## src/rtl/clk_div_ctrl.sv

```systemverilog
// Reconfiguration sequencer for a clk_divider: accepts (ratio, enable) requests,
// waits for the divided clock to fall, gates the divider, loads, re-enables, then reports lock.
module clk_div_ctrl #(
    parameter int WIDTH         = 5,
    parameter int MIN_RATIO     = 2,
    parameter int SETTLE_CYCLES = 4,
    parameter int TIMEOUT       = 64
) (
    input  logic             clk,
    input  logic             reset,
    input  logic             cfg_valid,
    output logic             cfg_ready,
    input  logic [WIDTH-1:0] cfg_ratio,
    input  logic             cfg_enable,
    output logic             cfg_err,
    input  logic             div_clk_in,
    output logic [WIDTH-1:0] div_ratio_out,
    output logic             div_en_out,
    output logic             busy,
    output logic             locked
);

    // One counter serves both the edge-wait timeout and the settle delay.
    localparam int CNT_MAX = (TIMEOUT > SETTLE_CYCLES) ? TIMEOUT : SETTLE_CYCLES;
    localparam int CNT_W   = $clog2(CNT_MAX + 1);

    localparam logic [CNT_W-1:0] TIMEOUT_LAST = CNT_W'(TIMEOUT - 1);
    localparam logic [CNT_W-1:0] SETTLE_LAST  = CNT_W'(SETTLE_CYCLES - 1);
    localparam logic [WIDTH-1:0] MIN_RATIO_W  = WIDTH'(MIN_RATIO);

    typedef enum logic [2:0] {
        ST_IDLE,
        ST_WAIT_EDGE,
        ST_GATE,
        ST_LOAD,
        ST_SETTLE
    } state_t;

    state_t             state_reg, state_next;
    logic               div_en_reg, div_en_next;
    logic [WIDTH-1:0]   div_ratio_reg, div_ratio_next;
    logic [WIDTH-1:0]   hold_ratio_reg, hold_ratio_next;
    logic               hold_en_reg, hold_en_next;
    logic               cfg_err_reg, cfg_err_next;
    logic               locked_reg, locked_next;
    logic [CNT_W-1:0]   cnt_reg, cnt_next;
    logic               edge_reg;

    logic               cfg_xfer;
    logic               req_illegal;
    logic               req_same;
    logic               edge_fall;
    logic [WIDTH-1:0]   ratio_bit_match;

    genvar gi;
    generate
        for (gi = 0; gi < WIDTH; gi++) begin : g_ratio_match
            assign ratio_bit_match[gi] = ~(cfg_ratio[gi] ^ div_ratio_reg[gi]);
        end
    endgenerate

    assign cfg_ready   = (state_reg == ST_IDLE) & ~reset;
    assign busy        = (state_reg != ST_IDLE);
    assign cfg_xfer    = cfg_valid & cfg_ready;
    assign req_illegal = cfg_enable & (cfg_ratio < MIN_RATIO_W);
    assign req_same    = (&ratio_bit_match) & (cfg_enable == div_en_reg);
    assign edge_fall   = edge_reg & ~div_clk_in;

    assign div_ratio_out = div_ratio_reg;
    assign div_en_out    = div_en_reg;
    assign cfg_err       = cfg_err_reg;
    assign locked        = locked_reg;

    always_comb begin
        state_next      = state_reg;
        div_en_next     = div_en_reg;
        div_ratio_next  = div_ratio_reg;
        hold_ratio_next = hold_ratio_reg;
        hold_en_next    = hold_en_reg;
        locked_next     = locked_reg;
        cnt_next        = cnt_reg;
        cfg_err_next    = 1'b0;

        case (state_reg)
            ST_IDLE: begin
                if (cfg_xfer) begin
                    hold_ratio_next = cfg_ratio;
                    hold_en_next    = cfg_enable;
                    if (req_illegal) begin
                        cfg_err_next = 1'b1;
                    end else if (!req_same) begin
                        // A stopped divider has no edge to wait for.
                        if (!div_en_reg) begin
                            state_next = ST_LOAD;
                        end else begin
                            state_next  = ST_WAIT_EDGE;
                            locked_next = 1'b0;
                            cnt_next    = '0;
                        end
                    end
                end
            end

            ST_WAIT_EDGE: begin
                if (edge_fall || (cnt_reg == TIMEOUT_LAST)) begin
                    state_next = ST_GATE;
                end else begin
                    cnt_next = cnt_reg + CNT_W'(1);
                end
            end

            ST_GATE: begin
                div_en_next = 1'b0;
                state_next  = ST_LOAD;
            end

            ST_LOAD: begin
                div_ratio_next = hold_ratio_reg;
                div_en_next    = hold_en_reg;
                locked_next    = 1'b0;
                if (hold_en_reg) begin
                    state_next = ST_SETTLE;
                    cnt_next   = '0;
                end else begin
                    state_next = ST_IDLE;
                end
            end

            ST_SETTLE: begin
                if (cnt_reg == SETTLE_LAST) begin
                    state_next  = ST_IDLE;
                    locked_next = 1'b1;
                end else begin
                    cnt_next = cnt_reg + CNT_W'(1);
                end
            end

            default: begin
                state_next = ST_IDLE;
            end
        endcase
    end

    always_ff @(posedge clk) begin
        if (reset) begin
            state_reg      <= ST_IDLE;
            div_en_reg     <= 1'b0;
            div_ratio_reg  <= MIN_RATIO_W;
            hold_ratio_reg <= MIN_RATIO_W;
            hold_en_reg    <= 1'b0;
            cfg_err_reg    <= 1'b0;
            locked_reg     <= 1'b0;
            cnt_reg        <= '0;
            edge_reg       <= 1'b0;
        end else begin
            state_reg      <= state_next;
            div_en_reg     <= div_en_next;
            div_ratio_reg  <= div_ratio_next;
            hold_ratio_reg <= hold_ratio_next;
            hold_en_reg    <= hold_en_next;
            cfg_err_reg    <= cfg_err_next;
            locked_reg     <= locked_next;
            cnt_reg        <= cnt_next;
            edge_reg       <= div_clk_in;
        end
    end

endmodule

```

## config.mk

```make
export PLATFORM = sky130hd
export DESIGN_NAME = clk_div_ctrl
export DESIGN_NICKNAME = d
export VERILOG_FILES = /design/src/rtl/clk_div_ctrl.sv
export SDC_FILE = /design/constraint.sdc
export NUM_CORES = 1
export LEC_CHECK = 0
export CAP_MARGIN = 15
export CORE_UTILIZATION = 47
export CTS_CLUSTER_SIZE = 40
export DETAILED_ROUTE_END_ITERATION = 10
export GPL_TIMING_DRIVEN = 0
export PLACE_DENSITY = 0.77
export SETUP_SLACK_MARGIN = 0.5
export SLEW_MARGIN = 20
export SYNTH_ARGS = -nofsm -noshare
export SYNTH_HDL_FRONTEND = slang
export SYNTH_SLANG_ARGS = --single-unit
```

## constraint.sdc

```tcl
create_clock -name clk -period 1.99 [get_ports clk]
set_clock_uncertainty 0.1 [all_clocks]
set_input_delay 0.4975 -clock clk [delete_from_list [all_inputs] [get_ports clk]]
set_output_delay 0.4975 -clock clk [all_outputs]
set_load 0.05 [all_outputs]
```

==> flow_summary_export.csv, run 1 <==
group,metric,value,unit
synth,ys_ff_latch,25,
clocking,tritoncts,"built",
timing,hold_violations,0,
synth,async_reset_ff_share,0,%
synth,syn_nets,159,
layout,finish.net_count,211,
synth,syn_area,1280,µm²
drt,drtAntennaViolNets,0,
setup_path,rrSetupSlack,-0.08,ns
floorplan,die_h,54.2,µm
synth,ys.flop_type,"dfxtp_1",
timing,slew_viol_final,0,
layout,final_cell_area,2120,µm²
floorplan,core_area,2520,µm²
placed_design,place_congestion,0.847,
grt,grt_antenna_before_repair,0,
timing,finalSetupTns,-0.468,ns
setup_path,path_cells,"or3_4 -> buf_12 -> nor2_4 -> buf_8",
grt,grt_start_max_net_pins,15,
floorplan,fp.dieW,54.2,µm
setup_path,required,1.39,ns
drt,post_drt_wl_per_cell,19.4,µm
layout,largest_reg_flops,7,
clocking,cts_made_buffers,3,
setup_path,cp-start-kind,"flop",
drt,drc_errors,0,
setup_path,crit_path_max_incr_delay,0.39,ns
synth,yosys_warnings,0,
drt,dr_total_vias,1389,
drt,vias_per_cell,6.07,
synth,synth_edf_count,0,
setup_path,crit_slowest_cell,"or3_4",
synth,synth_cells,148,
layout,syn_to_final_growth,65.9,%
setup_path,arrival,1.48,ns
synth,synth.avg_cell_area,8.65,µm²
hold_path,holdCritPathClass,"flop to flop",
timing,post-route-period-util,104,%
timing,setup_viol,8,
power,power_density,674,nW/µm²
run_status,violations,"negative setup slack",
timing,fmax,482,MHz
timing,worstMarginPinSlew,0.474,ns
setup_path,worstPathMaxFanout,3,
layout,final_cell_mix,"buf_4, buf_6, dfxtp_2, buf_8",
synth,yosysSeqAreaShare,39.1,%
drt,wirelength,4440,µm
grt,grt_pass1_wl,6260,µm
setup_path,timing.rr.start,"state_reg[1]",
placed_design,io_buffers,19,
timing,finalWorstSetupSlack,-0.0853,ns
run,cap_violations,0,
clocking,root_buffer,"clkbuf_4",
setup_path,crit_path_end_kind,"primary output",
power,ir_drop,607,µV
hold_path,hp-start,"hold_ratio_reg[0]",
drt,first_pass_iters,4,
clocking,clockBufferDepth,2,
run_status,outcome,"complete, but fails checks",
layout,final_common_cell,"buf_4",
placed_design,dpl.hpwl,2080,µm
clocking,clkSinkCount,25,
power,p_leak,0.863,nW
synth,yosysUniqueCellTypes,41,
floorplan,io_pins,20,
clocking,clk_latency,0.33,ns
timing,period_needed,2.08,ns
timing,rsz0062_at_grt,"yes",
grt,track_usage,31.0,%
setup_path,critPathLaunch,"state_reg[1]",
grt,first_global_vias,1267,
floorplan,initial_core_util,50.7,%
layout,diodes,0,
setup_path,crit_type,"flop to primary output",
clocking,h-tree-depth,1,
layout,drive_gt1_share,50.8,%
floorplan,rows,18,
placed_design,placedInstanceArea,1550,µm²
clocking,clk_pin_slew,0.15,ns
grt,overflow,0,
floorplan,design.die.area,2940,µm²
drt,drt_iter0_markers,42,
timing,slew_headroom,68.4,%
## cells in the mapped netlist (5+ instances only)
cell type | instances | area [µm²]
dfxtp_1 | 25 | 500
or3_1 | 6 | 37.5
inv_1 | 7 | 26.3
nand3b_1 | 7 | 52.6
clkbuf_1 | 5 | 18.8
nand2_1 | 14 | 52.6
xor2_1 | 7 | 61.3
a21oi_1 | 6 | 30.0
mux2i_1 | 5 | 50.1
nand2b_1 | 6 | 37.5
nand3_1 | 7 | 35.0
nor2_1 | 12 | 45.0
## worst max-delay path: cells and delay by family, from the launching register on
| kind | cells | cell delay [ns] |
|---|---|---|
| DFF | 1 | 0.35 |
| and+or+nand+nor | 2 | 0.50 |
| buffers and inverters | 2 | 0.29 |
## logic make-up after synthesis
kind of cell,after synthesis,share of synthesized area (%)
mux,5,3.91
compound gates,29,17.2
fa+ha+maj,1,0.977
flops,25,39.1
xor+xnor,8,5.47
buf+inv,16,5.57
simple gates,64,27.8
## cell type report
cell class	count	area [µm²]
multi-input cells	107	915
flip-flops and latches	25	531
well taps	30	37.5
inverters	7	28.8
fillers	137	399
plain buffers	9	115
clock inverters	1	5.00
clock buffers	3	22.5
repair buffers	47	469
## power breakdown
part	switching (W)	total (W)	internal (W)
sequential	0.0000240	0.000553	0.000529
combinational	0.000312	0.000632	0.000320
clock	0.000169	0.000245	0.0000757
total	0.000505	0.00143	0.000925
## per-stage QoR
step | power [W] | utilization [%] | hold WS [ns] | instances | setup WS [ns]
3_3_place_gp | 0.000890 | 61.5 | 0.359 | 197 | -1.10
3_5_place_dp | 0.000898 | 61.5 | 0.370 | 197 | -1.15
6_report | 0.00143 | 84.2 | 0.396 | 229 | -0.0853
5_1_grt | 0.00149 | 84.2 | 0.420 | 229 | -0.262
4_1_cts | 0.00128 | 76.0 | 0.385 | 223 | -0.0449
2_1_floorplan | 0.000808 | - | 0.345 | 148 | 0.250
## layer usage
layer | up-vias | wire, µm | global-route usage (%) | share of wire (%)
li1 | 632 | - | - | -
met1 | 670 | 1720 | 38.1 | 39
met2 | 71 | 2290 | 47.8 | 52
met3 | 16 | 284 | 7.34 | 6.4
met4 | 0 | 152 | 20.1 | 3.4
met5 | - | 0 | 0 | 0
## path summary, 6_finish.rpt
check	depth (start not counted)	end
max	4	cfg_ready
min reg2reg	2	hold_ratio_reg[0]
max reg2reg	8	state_reg[1]
min	2	hold_ratio_reg[0]
## timing repair
action,4_1_cts,5_1_grt
pin swaps,32,19
cloned,0,0
endpoints found under the setup margin,35,32
resized for setup,118,43
setup buffers,22,6
hold buffers,0,0
(Power assumes the default switching activity.)
==> run 2: changes to the inputs <==
ABC_AREA = 1   (was unset)
CORE_UTILIZATION = 40   (was 47)
PLACE_DENSITY = 0.67   (was 0.77)
==> flow_summary_export.csv, run 2 <==
group,metric,value,unit
setup_path,path_cells,"nor2_4 -> nand2_8 -> nor2_4 -> buf_8",
floorplan,die_h,62.0,µm
synth,async_reset_ff_share,0,%
drt,post_drt_wl_per_cell,10.2,µm
grt,first_global_vias,1190,
layout,nFillCells,317,
synth,yosysUniqueCellTypes,27,
synth,yosys.area.top_type,"dfxtp_1",
setup_path,cpMostUsedCell,"nor2_4",
power,ir_drop,586,µV
setup_path,crit_end,"cfg_ready",
floorplan,design.die.area,3840,µm²
setup_path,crit_path_end_kind,"primary output",
synth,syn_area,1440,µm²
timing,worstMarginPinSlew,0.341,ns
power,power,0.00253,W
layout,syn_to_final_growth,36.9,%
placed_design,place_congestion,0.800,
synth,yosysSeqAreaShare,34.8,%
grt,grt_antenna_before_repair,0,
setup_path,crit_path_max_incr_delay,0.38,ns
timing,finalSetupTns,0,ns
grt,grt_start_max_net_pins,14,
clocking,tritoncts,"built",
run,cap_violations,0,
floorplan,io_pins,20,
drt,drc_errors,0,
drt,dr_total_vias,1419,
clocking,cts_made_buffers,3,
setup_path,cp-start-kind,"flop",
synth,synth_edf_count,0,
synth,yosysMostFrequentCell,"nand2_1",
drt,drtAntennaViolNets,0,
hold_path,worstHoldPathCells,2,
floorplan,initial_core_util,42.5,%
synth,synthTopCellsByArea,"dfxtp_1, nand2_1, nor2_1",
setup_path,r2r_cells,12,
layout,multi_input_area,843,µm²
timing,slew_headroom,77.2,%
synth,syn_nets,242,
timing,period_needed,1.81,ns
placed_design,dpl.hpwl,2230,µm
setup_path,timing.rr.start,"state_reg[0]",
run_status,outcome,"finished clean",
clocking,clk_latency,0.33,ns
layout,diodes,0,
setup_path,critPathLaunch,"state_reg[0]",
synth,synth.avg_cell_area,6.23,µm²
setup_path,crit_type,"flop to primary output",
setup_path,r2r-end,"state_reg[0]",
setup_path,path_depth,4,
setup_path,arrival,1.21,ns
synth,yosys_warnings,0,
grt,grt_pass1_wl,5090,µm
grt,track_usage,17.8,%
placed_design,io_buffers,19,
setup_path,crit_family,"flip-flops",
drt,vias_per_cell,4.52,
floorplan,fp.dieW,62.0,µm
clocking,clk_pin_slew,0.15,ns
setup_path,rrSetupSlack,0.36,ns
layout,final_common_cell,"nand2_1",
setup_path,worstPathMaxFanout,3,
clocking,clkSinkCount,25,
power,power_density,1280,nW/µm²
setup_path,cp_num_buf_inv,1,
synth,synth_top_area_share,34.8,%
setup_path,required,1.39,ns
synth,ys_ff_latch,25,
floorplan,rows,21,
grt,overflow,0,
floorplan,core_area,3390,µm²
synth,synth_cells,231,
layout,final_cell_mix,"nand2_1, nor2_1, inv_1, nand3_1",
synth,ys.flop_type,"dfxtp_1",
layout,drive_gt1_share,26.9,%
drt,first_pass_iters,4,
timing,rsz0062_at_grt,"yes",
clocking,h-tree-depth,1,
drt,wirelength,3210,µm
timing,post-route-period-util,91.0,%
timing,setup_viol,0,
clocking,root_buffer,"clkbuf_4",
layout,register_area,536,µm²
clocking,cts_hold_buf,0,
synth,synth_common_cells,"nand2_1, nor2_1, inv_1",
drt,drt_iter0_markers,43,
timing,fmax,552,MHz
layout,finish.net_count,280,
timing,hold_violations,0,
hold_path,holdCritPathClass,"flop to flop",
power,p_leak,0.966,nW
layout,largest_reg_flops,7,
clocking,clockBufferDepth,2,
timing,slew_viol_final,0,
setup_path,crit_slowest_cell,"dfxtp_4",
-- run 2: cells by family (layout without fill, tap and decap cells) --
family | Yosys count | count (layout) | share of synthesized area, %
simple gates | 139 | 139 | 42.4
buf+inv | 40 | 77 | 12.0
flops | 25 | 25 | 34.8
compound gates | 24 | 24 | 8.70
xor+xnor | 2 | 2 | 1.22
fa+ha+maj | 1 | 1 | 0.869
-- run 2: worst min path at each step --
| stage | startpoint | to | slack [ns] |
|---|---|---|---|
| CTS | hold_ratio_reg[1] | hold_ratio_reg[1] | 0.37 |
| global placement | hold_ratio_reg[1] | hold_ratio_reg[1] | 0.35 |
| floorplan | hold_ratio_reg[1] | hold_ratio_reg[1] | 0.33 |
| finish | hold_ratio_reg[1] | hold_ratio_reg[1] | 0.37 |
| global route | cfg_ratio[0] | hold_ratio_reg[0] | 0.40 |
| detailed placement | hold_ratio_reg[1] | hold_ratio_reg[1] | 0.35 |
-- run 2: layer usage --
| metal | track usage (%) | vias up | part of all wire (%) |
|---|---|---|---|
| li1 | - | 785 | - |
| met4 | 5.71 | 0 | 1.4 |
| met3 | 1.86 | 5 | 3.1 |
| met1 | 23.7 | 608 | 48 |
| met2 | 30.1 | 21 | 48 |
| met5 | 0 | - | 0 |
-- run 2: power breakdown --
group / leakage (nW) / internal, W / total, W / switching, W
registers: 0.211 / 0.000663 / 0.000814 / 0.000151
clock network: 0.0150 / 0.0000786 / 0.000238 / 0.000160
logic: 0.740 / 0.000632 / 0.00147 / 0.000841
-- run 2: repair_timing --
action,4_1_cts,5_1_grt
pin swaps,7,7
cloned,1,0
resized for setup,76,33
setup buffers,9,4
endpoints found under the setup margin,32,25
-- run 2: worst reg2reg max path, stage by stage (launching register included) --
cell and delay [ns]:
dfxtp_4 0.38, nor2_4 0.17, nand2_8 0.07, buf_4 0.15, inv_1 0.05, nand2_1 0.05, nor2_2 0.09, nand2_2 0.08
buf_4 0.14, nand4_1 0.11, nand2_1 0.07, nand2_1 0.05, nor2_1 0.03
-- run 2: cell type report --
cell class,count,share of cell area [%]
multi-input cells,166,42.8
flip-flops and latches,25,27.2
repair buffers,33,16.6
inverters,35,6.67
well taps,46,2.92
plain buffers,5,2.48
clock buffers,4,1.33
-- run 2: per-stage QoR --
step | cells | utilization, % | instance area, µm² | hold WS (ns) | setup WS, ns
finish | 314 | 58.1 | 1970 | 0.367 | 0.179
global placement | 296 | 51.3 | 1740 | 0.349 | -0.694
detailed placement | 296 | 51.3 | 1740 | 0.351 | -0.705
CTS | 310 | 54.2 | 1840 | 0.370 | 0.170
floorplan | 231 | - | 1490 | 0.334 | 0.400
global route | 314 | 58.1 | 1970 | 0.397 | 0.132
